### config.mk
export PLATFORM = sky130hd
export DESIGN_NAME = joy_conditioner
export DESIGN_NICKNAME = d
export VERILOG_FILES = /design/src/rtl/joy_conditioner.sv
export SDC_FILE = /design/constraint.sdc
export NUM_CORES = 1
export LEC_CHECK = 0
export BUFFER_PORTS_ARGS = -buffer_cell sky130_fd_sc_hd__buf_2
export CORE_MARGIN = 5
export CORE_UTILIZATION = 48
export DETAILED_ROUTE_END_ITERATION = 10
export PLACE_DENSITY = 0.69
export SLEW_MARGIN = 5
export SYNTH_ARGS = -nofsm -noshare
export SYNTH_HDL_FRONTEND = slang
export SYNTH_SLANG_ARGS = --single-unit
### constraint.sdc
create_clock -name clock -period 5.46 [get_ports clock]
set_clock_uncertainty 0.2 [all_clocks]
set_input_delay 0.546 -clock clock [delete_from_list [all_inputs] [get_ports clock]]
set_output_delay 0.546 -clock clock [all_outputs]
set_load 0.02 [all_outputs]
### src/rtl/joy_conditioner.sv
// joy_conditioner
// Conditioning stage behind the serial joystick reader.
// - Debounces the 12 buttons: bits 5:0 of each pad, on ce cycles only.
// - Applies optional autofire to fire1 (bit 4) of each pad.
// - Queues every debounced press/release as an event byte.
//   The queue is a first-word fall-through FIFO with a valid/ready handshake.
//
// Ports
//   clock      : sole clock
//   reset      : synchronous, active-high reset
//   ce         : sampling enable (shared with the reader)
//   joy1_in    : raw pad 1 vector, bits 7:6 ignored
//   joy2_in    : raw pad 2 vector, bits 7:6 ignored
//   autofire   : per-pad autofire enable (bit 0 = pad 1)
//   joy1, joy2 : registered conditioned vectors, bits 7:6 always 0
//   evt_valid  : event FIFO not empty
//   evt_ready  : consumer accepts the head event
//   evt_data   : head event {press, 3'b000, pad, button[2:0]}
module joy_conditioner #(
    parameter int DEBOUNCE     = 4,
    parameter int AUTOFIRE_DIV = 1024,
    parameter int FIFO_DEPTH   = 8
) (
    input  logic       clock,
    input  logic       reset,
    input  logic       ce,
    input  logic [7:0] joy1_in,
    input  logic [7:0] joy2_in,
    input  logic [1:0] autofire,
    output logic [7:0] joy1,
    output logic [7:0] joy2,
    output logic       evt_valid,
    input  logic       evt_ready,
    output logic [7:0] evt_data
);

    localparam int NBTN  = 12;
    localparam int IDX_W = 4;
    localparam int CNT_W = (DEBOUNCE > 1) ? $clog2(DEBOUNCE) : 1;
    localparam int AF_W  = $clog2(AUTOFIRE_DIV);
    localparam int PTR_W = $clog2(FIFO_DEPTH);

    localparam logic [CNT_W-1:0] DEB_LAST = CNT_W'(DEBOUNCE - 1);
    localparam logic [AF_W-1:0]  AF_LAST  = AF_W'(AUTOFIRE_DIV - 1);

    // Event byte for button index idx (0..11): pad 1 covers 0..5, pad 2 covers 6..11.
    function automatic logic [7:0] encode_evt(input logic [IDX_W-1:0] idx, input logic press);
        logic       pad;
        logic [2:0] bit_idx;
        if (idx >= 4'd6) begin
            pad     = 1'b1;
            bit_idx = 3'(idx - 4'd6);
        end else begin
            pad     = 1'b0;
            bit_idx = idx[2:0];
        end
        return {press, 3'b000, pad, bit_idx};
    endfunction

    logic [NBTN-1:0]  raw_s;
    logic [NBTN-1:0]  stable_r;
    logic [NBTN-1:0]  pending_r;
    logic [NBTN-1:0]  toggle_s;
    logic [NBTN-1:0]  clear_s;
    logic [CNT_W-1:0] cnt_r [NBTN];
    logic [IDX_W-1:0] sel_s;
    logic             any_pending_s;

    logic [7:0]       mem_r [FIFO_DEPTH];
    logic [PTR_W:0]   wr_ptr_r;
    logic [PTR_W:0]   rd_ptr_r;
    logic             empty_s;
    logic             full_s;
    logic             push_s;
    logic             pop_s;

    logic [AF_W-1:0]  af_cnt_r;
    logic             phase_r;

    // Bits 7:6 of the raw vectors carry nothing.
    logic             unused_bits_s;
    assign unused_bits_s = &{1'b0, joy1_in[7:6], joy2_in[7:6]};

    assign raw_s = {joy2_in[5:0], joy1_in[5:0]};

    // A button's stable level flips on the DEBOUNCE-th consecutive differing ce tick.
    always_comb begin
        toggle_s = '0;
        for (int n = 0; n < NBTN; n++) begin
            toggle_s[n] = ce & (raw_s[n] ^ stable_r[n]) & (cnt_r[n] == DEB_LAST);
        end
    end

    // Per-button debounce counters and accepted levels.
    always_ff @(posedge clock) begin
        if (reset) begin
            stable_r <= '0;
            for (int n = 0; n < NBTN; n++) begin
                cnt_r[n] <= '0;
            end
        end else if (ce) begin
            for (int n = 0; n < NBTN; n++) begin
                if (raw_s[n] == stable_r[n]) begin
                    cnt_r[n] <= '0;
                end else if (cnt_r[n] == DEB_LAST) begin
                    stable_r[n] <= raw_s[n];
                    cnt_r[n]    <= '0;
                end else begin
                    cnt_r[n] <= cnt_r[n] + CNT_W'(1);
                end
            end
        end
    end

    // Lowest-index pending button is the next one to be queued.
    always_comb begin
        sel_s = '0;
        for (int n = NBTN - 1; n >= 0; n--) begin
            if (pending_r[n]) begin
                sel_s = IDX_W'(n);
            end else begin
                sel_s = sel_s;
            end
        end
    end

    assign any_pending_s = |pending_r;
    assign empty_s       = (wr_ptr_r == rd_ptr_r);
    assign full_s        = (wr_ptr_r[PTR_W] != rd_ptr_r[PTR_W]) &&
                           (wr_ptr_r[PTR_W-1:0] == rd_ptr_r[PTR_W-1:0]);
    // full is taken before any same-cycle pop, so a full FIFO never accepts a push
    assign push_s        = any_pending_s & ~full_s;
    assign pop_s         = ~empty_s & evt_ready;

    // One-hot mask of the pending bit consumed by this cycle's push.
    always_comb begin
        clear_s = '0;
        if (push_s) begin
            clear_s = {{(NBTN-1){1'b0}}, 1'b1} << sel_s;
        end else begin
            clear_s = '0;
        end
    end

    // Pending flags: clear on push, then flip on toggle, so a same-cycle toggle leaves the bit set
    // and a second toggle before draining cancels the first.
    always_ff @(posedge clock) begin
        if (reset) begin
            pending_r <= '0;
        end else begin
            pending_r <= (pending_r & ~clear_s) ^ toggle_s;
        end
    end

    // FIFO read/write pointers, with one extra wrap bit to tell full from empty.
    always_ff @(posedge clock) begin
        if (reset) begin
            wr_ptr_r <= '0;
            rd_ptr_r <= '0;
        end else begin
            if (push_s) begin
                wr_ptr_r <= wr_ptr_r + (PTR_W+1)'(1);
            end
            if (pop_s) begin
                rd_ptr_r <= rd_ptr_r + (PTR_W+1)'(1);
            end
        end
    end

    // FIFO storage; events carry the debounced level, not the autofire-modulated one.
    always_ff @(posedge clock) begin
        if (push_s) begin
            mem_r[wr_ptr_r[PTR_W-1:0]] <= encode_evt(sel_s, stable_r[sel_s]);
        end
    end

    assign evt_valid = ~empty_s;

    // First-word fall-through head; reads as zero while the FIFO is empty.
    always_comb begin
        evt_data = 8'h00;
        if (empty_s) begin
            evt_data = 8'h00;
        end else begin
            evt_data = mem_r[rd_ptr_r[PTR_W-1:0]];
        end
    end

    // Autofire phase flips every AUTOFIRE_DIV ce ticks; it comes out of reset high.
    always_ff @(posedge clock) begin
        if (reset) begin
            af_cnt_r <= '0;
            phase_r  <= 1'b1;
        end else if (ce) begin
            if (af_cnt_r == AF_LAST) begin
                af_cnt_r <= '0;
                phase_r  <= ~phase_r;
            end else begin
                af_cnt_r <= af_cnt_r + AF_W'(1);
            end
        end
    end

    // Registered conditioned outputs; only fire1 is gated by the autofire phase.
    always_ff @(posedge clock) begin
        if (reset) begin
            joy1 <= 8'h00;
            joy2 <= 8'h00;
        end else begin
            joy1 <= {2'b00, stable_r[5], stable_r[4] & (autofire[0] ? phase_r : 1'b1), stable_r[3:0]};
            joy2 <= {2'b00, stable_r[11], stable_r[10] & (autofire[1] ? phase_r : 1'b1), stable_r[9:6]};
        end
    end

endmodule

==> results.ini <==
[power]
p_int_mw = 1.76
ir_drop_mv = 0.218
p_switching_mw = 0.583
power_frac_comb = 0.120
pwr-share-clk = 0.428
p_leak_nw = 2.33
p_sw_frac = 0.249
p_per_area_nw_per_um2 = 372
seq_power_share = 0.452

[detailed_routing]
vias_per_cell = 5.38
drt_iter0_drc = 239
drtAntennaViolNets = 0
drcViolationCount = 0
routedWlPerCell_um = 15.0
highest_layer = met4
totalWireLength_um = 10000
via_count = 3613
drt-met1-wl_um = 4640
met2WireLength_um = 4740
dr_wl_met3_um = 424
drt_first_pass_iters = 5

[finish]
fillers = 968
layout-drive-gt1-share = 0.172
fin_nets = 553
antenna_cells = 0
post-route-util = 0.555
final_cell_mix = 64 x edfxtp_1, 58 x dfxtp_1, 47 x nor2_1
final_common_cell = edfxtp_1
areaGrowthSynthToFinish_pct = 14.1

[hold_path]
hold_path.class = in -> reg
hp-start = joy1_in[2]
worstHoldEndpoint = stable_r[2]
hold_depth = 3

[timing]
holdWs_ns = 0.200
worst_pin_slew_ns = 1.07
hold_viol_final = 0
setup_viol = 0
fmax_ghz = 0.316
maxSlewViolCount = 0
fin_tns_setup_ns = 0
rsz0062_at_grt = false
finalCriticalPeriod_ns = 3.17
slew-limit-headroom = 0.278
post-route-period-util = 0.580

[global_routing]
antenna_found_initial = 0
grt_pass1_vias = 3674
grt_usage = 0.155
grt_max_degree = 59
grt_first_pass_wirelength_um = 17300
grt.overflow.total = 0

[logic_synthesis]
synthArstFlopShare = 0
syn_avg_cell_area_um2 = 11.5
synthCells = 479
ys_seq_area_frac = 0.558
ys.flop_type = edfxtp_1
synth.cell_area_um2 = 5530
synth-warning-count = 0
synth.distinct_cells = 53
ys_ff_latch = 122
synth_edf_count = 64

[place]
gp_congestion = 0.871
portBuffers = 35
hpwl_um = 6930

[clock_tree]
cts_tree = done
clock-sinks = 122
cts_buffers = 17
clk_latency_ns = 0.42
h-tree-depth = 4
postCtsSetupRepairBufs = 0
cts_hold_buf = 0
clockBufferDepth = 2
cts_root_buffer = clkbuf_16
cts_resized = 0
clkSlewWorstSetupHoldPaths_ns = 0.05

[setup_path]
r2r_cells = 6
timing.rr.end = mem_r[5][0]
worst_path_largest_cell_delay_ns = 0.93
startpoint_type = register
critPathLaunch = wr_ptr_r[0]
critPathArrivalTime_ns = 2.42
crit_type = reg -> out
path_cells = xor2_1 -> nor4_1 -> inv_1 -> buf_2
reg2reg_from = wr_ptr_r[0]
r2r_setup_slack_ns = 2.47
crit_fanout = 10
worst_setup_path_end_kind = output port
cp_slowest_cell = nor4_1
cp.required_ns = 4.71

[die]
die_y_um = 117
die_w_um = 117
io_pins = 47
core_area_um2 = 11400
std_cell_rows = 39
start_util = 0.486
die_area_um2 = 13800

[run]
cap_viol_max_count = 0

[status]
status = finished, final reports clean

==> metal layers <==
layer	global-route usage	vias to the layer above
met4	0.0725	0
met5	0	-
li1	-	1829
met2	0.246	62
met1	0.193	1702
met3	0.0491	20
==> kinds of logic after synthesis <==
family | count (synthesis) | share of synthesized area
adder cells (fa/ha/maj) | 16 | 0.0362
multiplexers | 22 | 0.0627
flip-flops | 122 | 0.558
AO/OA/AOI/OAI | 58 | 0.0729
AND/OR/NAND/NOR | 190 | 0.183
buffers and inverters | 36 | 0.0326
other | 1 | 0.000679
XOR/XNOR | 34 | 0.0539
==> worst max-delay path by stage <==
stage	end	slack [ns]
after CTS	evt_valid	2.22
after floorplan	mem_r[6][0]	3.09
final	evt_valid	2.29
after global routing	evt_valid	2.11
after detailed placement	mem_r[5][1]	2.44
after global placement	mem_r[5][1]	2.50
==> registers in the layout, summed over array words and instances (netlist names), named ones only <==
register,cells
pending_r,12
phase_r,1
joy2,6
rd_ptr_r,4
af_cnt_r,10
mem_r,40
joy1,6
cnt_r,24
wr_ptr_r,4
stable_r,12
==> cells in the mapped netlist (2+ instances only) <==
cell,instances,area (um^2)
nand2_1,40,150
mux4_2,10,225
buf_2,3,15.0
edfxtp_1,64,1920
o31ai_1,4,30.0
mux2i_1,11,110
xnor2_1,16,140
or4_4,3,33.8
a221oi_1,2,17.5
a2111oi_0,2,17.5
dfxtp_1,58,1160
nor4_1,15,93.8
nor4b_1,12,105
xor2_1,18,158
or2_2,4,25.0
or3_1,6,37.5
o31ai_2,2,25.0
ha_1,16,200
clkbuf_1,11,41.3
nor2_1,47,176
nor3_1,8,40.0
a211o_1,3,26.3
nand3_1,19,95.1
nand4_1,4,25.0
nand2b_1,6,37.5
nor2b_1,12,75.1
o21ai_0,8,40.0
o211ai_1,2,15.0
buf_6,2,22.5
buf_1,3,11.3
a2111o_1,2,22.5
inv_1,9,33.8
nor3b_1,6,45.0
buf_4,7,52.6
a21oi_1,25,125
o22ai_1,2,12.5
==> area by class of cell <==
| type | instances | area (um^2) | share of cell area |
|---|---|---|---|
| multi-input cells | 327 | 2290 | 0.362 |
| well taps | 143 | 179 | 0.0284 |
| clock buffers | 23 | 458 | 0.0726 |
| clock inverters | 9 | 75.1 | 0.0119 |
| flip-flops and latches | 122 | 3080 | 0.489 |
| repair buffers | 37 | 190 | 0.0301 |
| inverters | 10 | 37.5 | 0.00595 |
==> critical path, delay by kind of cell (launching register included) <==
family,cells,cell delay (ns)
flops,1,0.53
xor+xnor,1,0.16
buf+inv,2,0.39
simple gates,1,0.93
==> power groups by stage <==
stage,combinational [mW],clock (mW),sequential (mW)
2_1_floorplan,0.239,0,1.05
3_3_place_gp,0.275,0,1.08
3_5_place_dp,0.284,0,1.08
4_1_cts,0.286,1.02,1.06
5_1_grt,0.316,1.07,1.07
6_report,0.282,1.01,1.06
==> metrics by stage <==
step           total power, mW  worst slack [ns]  instances  cell area, um^2
4_1_cts                   2.37              2.22        671             6310
6_report                  2.35              2.29        671             6310
3_5_place_dp              1.36              2.44        639             5780
3_3_place_gp              1.35              2.50        639             5780
2_1_floorplan             1.29              3.09        485             5550
5_1_grt                   2.45              2.11        671             6310
No activity file was read; power rests on OpenSTA's default activity.
